File: src/rtl/pulse_tx_pkg.sv
// Shared types and defaults for the pulse transmitter symbol path.
package pulse_tx_pkg;

    localparam int TIMER_WIDTH_DEF    = 12;
    localparam int PRESCALE_WIDTH_DEF = 8;

    typedef enum logic {
        ST_IDLE = 1'b0,
        ST_RUN  = 1'b1
    } state_t;

    typedef struct packed {
        logic                       level;
        logic [TIMER_WIDTH_DEF-1:0] duration;
    } symbol_t;

endpackage

File: src/rtl/symbol_fifo2.sv
// Two-entry synchronous FIFO; flush empties it like a reset.
module symbol_fifo2 #(
    parameter int WIDTH = 13
) (
    input  logic             clk,
    input  logic             sys_rst_n,
    input  logic             flush,
    input  logic             push,
    input  logic [WIDTH-1:0] din,
    input  logic             pop,
    output logic [WIDTH-1:0] dout,
    output logic             full,
    output logic             empty
);

    logic [WIDTH-1:0] mem_reg [2];
    logic             wr_ptr_reg;
    logic             rd_ptr_reg;
    logic [1:0]       count_reg;
    logic             do_push;
    logic             do_pop;

    assign full    = (count_reg == 2'd2);
    assign empty   = (count_reg == 2'd0);
    assign do_push = push && !full;
    assign do_pop  = pop && !empty;
    assign dout    = mem_reg[rd_ptr_reg];

    // Storage carries no reset; contents are only read while the count says valid.
    always_ff @(posedge clk) begin
        if (do_push) begin
            mem_reg[wr_ptr_reg] <= din;
        end
    end

    always_ff @(posedge clk) begin
        if (!sys_rst_n || flush) begin
            wr_ptr_reg <= 1'b0;
            rd_ptr_reg <= 1'b0;
            count_reg  <= 2'd0;
        end else begin
            if (do_push) wr_ptr_reg <= ~wr_ptr_reg;
            if (do_pop)  rd_ptr_reg <= ~rd_ptr_reg;
            unique case ({do_push, do_pop})
                2'b10:   count_reg <= count_reg + 2'd1;
                2'b01:   count_reg <= count_reg - 2'd1;
                default: count_reg <= count_reg;
            endcase
        end
    end

endmodule

File: src/rtl/pulse_symbol_engine.sv
// Plays queued (level, duration) symbols for exact prescaled tick counts,
// optionally gating high symbols with the carrier and controlling its enable.
module pulse_symbol_engine
    import pulse_tx_pkg::*;
#(
    parameter int TIMER_WIDTH    = TIMER_WIDTH_DEF,
    parameter int PRESCALE_WIDTH = PRESCALE_WIDTH_DEF
) (
    input  logic                      clk,
    input  logic                      sys_rst_n,
    input  logic                      en,
    input  logic [PRESCALE_WIDTH-1:0] prescaler,
    input  logic                      idle_level,
    input  logic                      carrier_mode,
    input  logic                      sym_valid,
    input  logic                      sym_level,
    input  logic [TIMER_WIDTH-1:0]    sym_duration,
    output logic                      sym_ready,
    input  logic                      carrier_in,
    output logic                      carrier_en,
    output logic                      pulse_out,
    output logic                      busy,
    output logic                      done
);

    typedef struct packed {
        logic                   level;
        logic [TIMER_WIDTH-1:0] duration;
    } sym_t;

    sym_t                      push_data;
    sym_t                      head;
    logic                      fifo_full;
    logic                      fifo_empty;
    logic                      push;
    logic                      load;
    logic                      tick;
    logic                      sym_end;
    logic                      mark;

    state_t                    state_reg, state_next;
    logic [PRESCALE_WIDTH-1:0] pre_cnt_reg;
    logic [TIMER_WIDTH-1:0]    dur_cnt_reg;
    logic                      level_reg;
    logic                      done_reg;

    assign push_data = '{level: sym_level, duration: sym_duration};
    assign sym_ready = sys_rst_n && en && !fifo_full;
    assign push      = sym_valid && sym_ready;

    symbol_fifo2 #(
        .WIDTH($bits(sym_t))
    ) u_fifo (
        .clk       (clk),
        .sys_rst_n (sys_rst_n),
        .flush     (!en),
        .push      (push),
        .din       (push_data),
        .pop       (load),
        .dout      (head),
        .full      (fifo_full),
        .empty     (fifo_empty)
    );

    assign tick    = (pre_cnt_reg == '0);
    assign sym_end = (state_reg == ST_RUN) && tick && (dur_cnt_reg == '0);
    // A symbol ending with more queued chains straight into the next one.
    assign load    = !fifo_empty && ((state_reg == ST_IDLE) || sym_end);

    always_ff @(posedge clk) begin
        if (!sys_rst_n || !en) begin
            state_reg <= ST_IDLE;
        end else begin
            state_reg <= state_next;
        end
    end

    always_comb begin
        state_next = state_reg;
        unique case (state_reg)
            ST_IDLE: if (!fifo_empty)          state_next = ST_RUN;
            ST_RUN:  if (sym_end && fifo_empty) state_next = ST_IDLE;
            default:                           state_next = ST_IDLE;
        endcase
    end

    always_ff @(posedge clk) begin
        if (!sys_rst_n || !en) begin
            pre_cnt_reg <= '0;
            dur_cnt_reg <= '0;
            level_reg   <= 1'b0;
            done_reg    <= 1'b0;
        end else begin
            done_reg <= sym_end && fifo_empty;
            if (load) begin
                dur_cnt_reg <= head.duration;
                pre_cnt_reg <= prescaler;
                level_reg   <= head.level;
            end else if (state_reg == ST_RUN) begin
                if (!tick) begin
                    pre_cnt_reg <= pre_cnt_reg - PRESCALE_WIDTH'(1);
                end else begin
                    pre_cnt_reg <= prescaler;
                    if (dur_cnt_reg != '0) begin
                        dur_cnt_reg <= dur_cnt_reg - TIMER_WIDTH'(1);
                    end else begin
                        level_reg <= idle_level;
                    end
                end
            end else begin
                level_reg <= idle_level;
            end
        end
    end

    always_comb begin
        mark       = (state_reg == ST_RUN) && carrier_mode && level_reg;
        carrier_en = mark;
        pulse_out  = mark ? carrier_in : level_reg;
        busy       = (state_reg == ST_RUN) || !fifo_empty;
        done       = done_reg;
    end

endmodule

File: config.mk
export PLATFORM = sky130hd
export DESIGN_NAME = pulse_symbol_engine
export DESIGN_NICKNAME = d
export VERILOG_FILES = /design/src/rtl/pulse_tx_pkg.sv /design/src/rtl/symbol_fifo2.sv /design/src/rtl/pulse_symbol_engine.sv
export SDC_FILE = /design/constraint.sdc
export NUM_CORES = 1
export LEC_CHECK = 0
export ABC_CLOCK_PERIOD_IN_PS = 3290
export CORE_UTILIZATION = 30
export DETAILED_ROUTE_END_ITERATION = 16
export PLACE_DENSITY = 0.58
export SYNTH_ARGS = -nofsm -noshare
export SYNTH_HDL_FRONTEND = slang
export SYNTH_SLANG_ARGS = --single-unit
export TNS_END_PERCENT = 1
File: constraint.sdc
create_clock -name clk -period 3.29 [get_ports clk]
set_clock_uncertainty 0.15 [all_clocks]
set_input_delay 0.658 -clock clk [delete_from_list [all_inputs] [get_ports clk]]
set_output_delay 0.658 -clock clk [all_outputs]
set_load 0.02 [all_outputs]
==> impl_metrics.tcl, run 1 <==
set metrics [dict create \
    area_growth_pct 21.4 \
    grt_pass1_vias 2050 \
    maxSlewViolCount 0 \
    slowest_delay_ps 650 \
    start_util_pct 31.5 \
    cpMostUsedCell "clkdlybuf4s50_1" \
    p_per_area_mw_per_mm2 410 \
    leakagePower_nw 1.11 \
    gr-usage-all-layers_pct 14.3 \
    period_minus_slack_ps 2980 \
    yosys-top-cells-area "edfxtp_1 (30%), dfxtp_1 (21%), a21oi_1 (3.8%)" \
    synth_top_cell_area_share_pct 29.5 \
    cts_resized 0 \
    hold_path.class "reg2reg" \
    worst-setup-path-type "in2out" \
    design.core.area_mm2 0.00838 \
    tns_ps 0 \
    largest_reg_flops 26 \
    io_pins 33 \
    io_buffer_count 32 \
    n_fill_cell 847 \
    synthFlopType "dfxtp_1" \
    final_common_cell "clkdlybuf4s50_1" \
    antenna_found_initial 0 \
    clk_pin_slew_ps 100 \
    post_drt_wl_per_cell_um 15.0 \
    rows 33 \
    n_antenna_cell 0 \
    arrival_ps 2170 \
    netlist_area_mm2 0.00264 \
    fin_nets 325 \
    grt_max_degree 24 \
    ys_seq_area_share_pct 50.8 \
    clockRootBuffer "clkbuf_8" \
    synthCells 255 \
    fp.dieW_um 95.9 \
    worstMarginPinSlew_ps 734 \
    max-cap-violations 0 \
    drc 0 \
    path_cells "clkdlybuf4s50_1, nand2_1, a21oi_1, clkdlybuf4s50_1" \
    fin_area_mm2 0.00321 \
    cp-end-kind "primary output" \
    hold_viol 0 \
    grt_pass1_wl_um 9950 \
    layout_common_cells "clkdlybuf4s50_1 (32), dfxtp_1 (28), edfxtp_1 (26), nand2_1 (21), a21oi_1 (20)" \
    cp_data_required_time_ps 2480 \
    hold_end "pre_cnt_reg[1]$_SDFFE_PP0P_" \
    ys_types 59 \
    drt_iter0_markers 169 \
    cp_num_buf_inv 2 \
    min_from "pre_cnt_reg[1]$_SDFFE_PP0P_" \
    critical_path.top_delay_family "buffers and inverters" \
    synth_fp_nets 286 \
    period_share_pct 90.6 \
    ff_latch_area_mm2 0.00134 \
    async_reset_ff_share_pct 0 \
    critPathSlowestCell "clkdlybuf4s50_1" \
    h-tree-depth 2 \
    overflow 0 \
    vdd_ir_drop_max_mv 0.233 \
    insertion_delay_ps 310 \
    rr_startpoint "pre_cnt_reg[0]$_SDFFE_PP0P_" \
    r2r_end "u_fifo.count_reg[1]$_SDFFE_PP0P_" \
    worstHoldPathCells 2 \
    die_h_um 95.9 \
    start_kind "primary input" \
    clockBufferDepth 2 \
    layout-drive-gt1-share_pct 12.2 \
    synth-edff-count 26 \
    dpl.hpwl_um 4280 \
    rr_worst_depth 9 \
    multi_input_area_mm2 0.00123 \
    slew_headroom_pct 50.6 \
    cts.sinks 54 \
    vias 2098 \
    dieArea_mm2 0.00919 \
    viasPerCell 5.25 \
    setup_violations 0 \
    crit_path_max_fanout 3 \
    fmax_ghz 0.336 \
    place_area_mm2 0.00312 \
    cts_buffers 5 \
    cts_tree "built" \
    antenna_left 0 \
    synth_warnings 0 \
    rsz0062_at_grt "false" \
    status "completed" \
    drt_pass1_iterations 4 \
    post_cts_buffers 0 \
    postCtsHoldBufs 0 \
    ys_ff_latch 54 \
    synth.avg_cell_area_um2 10.4 \
    routed_wl_um 5980 \
    yosysTopAreaCell "edfxtp_1" \
    gp_congestion 0.887 \
    r2r_slack_ps 550 \
]
## stage by stage
stage / instances / hold WS (ps) / setup slack [ps] / total power (W) / utilization, %
final: 400 / 364 / 311 / 0.00132 / 38.3
after global routing: 400 / 387 / 237 / 0.00137 / 38.3
after CTS: 400 / 363 / 290 / 0.00133 / 38.3
after detailed placement: 392 / 349 / 292 / 0.000947 / 37.2
after global placement: 392 / 312 / 303 / 0.000945 / 37.2
after floorplan: 255 / 304 / 741 / 0.000865 / -
## logic make-up after synthesis
kind of cell / Yosys count / share of synthesized area (%)
simple gates: 90 / 19.3
compound gates: 72 / 18.8
flops: 54 / 50.8
buf+inv: 18 / 2.84
mux: 14 / 5.59
xor+xnor: 4 / 1.33
fa+ha+maj: 3 / 1.42
## worst max-delay path by stage
stage | slack [ps] | start | depth (start not counted) | endpoint
after floorplan | 740 | pre_cnt_reg[0]$_SDFFE_PP0P_ | 9 | u_fifo.count_reg[1]$_SDFFE_PP0P_
after global placement | 300 | sys_rst_n | 4 | sym_ready
after detailed placement | 290 | en | 4 | sym_ready
after CTS | 290 | sys_rst_n | 4 | sym_ready
after global routing | 240 | u_fifo.count_reg[0]$_SDFFE_PP0P_ | 5 | busy
final | 310 | sys_rst_n | 4 | sym_ready
## worst reg2reg max path: cells and delay by family, from the launching register on
kind / cells / cell delay [ps]
fa+ha+maj: 2 / 540
buf+inv: 2 / 260
flops: 1 / 330
compound gates: 2 / 360
simple gates: 3 / 1020
## power breakdown
group          internal, W  leakage, nW  switching [W]  total (W)
clock network     0.000155       0.0489       0.000231   0.000386
logic            0.0000916        0.602       0.000111   0.000203
registers         0.000716        0.462      0.0000116   0.000728
## cell usage after synthesis (all sizes together) (3+ instances only)
master  number
clkbuf       6
dfxtp       28
o32a         3
inv         10
nand3       14
mux2i        8
o211ai       4
a21oi       20
a22oi        4
and2         3
ha           3
a31oi       10
nor2        19
o21ai       11
nor4         3
mux2         6
nor3        10
nand2       21
or3          6
edfxtp      26
## layer usage
| metal | vias to the layer above | routed length (um) | GRT usage [%] |
|---|---|---|---|
| met3 | 5 | 278 | 2.61 |
| met4 | 0 | 52 | 2.99 |
| li1 | 1047 | - | - |
| met5 | - | 0 | 0 |
| met2 | 53 | 2960 | 25.3 |
| met1 | 993 | 2690 | 18.1 |
## area by class of cell
type                            count  share of cell area [%]
Tap cell                          105                    4.10
Timing Repair Buffer               40                    11.9
Clock inverter                      3                   0.702
Inverter                           10                    1.17
Clock buffer                        5                    2.15
Multi-Input combinational cell    183                    38.2
Sequential cell                    54                    41.8
(Power assumes the default switching activity.)
==> inputs of run 2 (changes only) <==
- CAP_MARGIN: default -> 20
- CTS_CLUSTER_DIAMETER: default -> 60
==> results of run 2 <==
Same layout as run 1: the final DEF is identical, and so are final timing and power.
==> inputs of run 3 (changes only) <==
- SKIP_LAST_GASP: default -> 1
==> results of run 3 <==
Same layout as run 1: the final DEF is identical, and so are final timing and power.
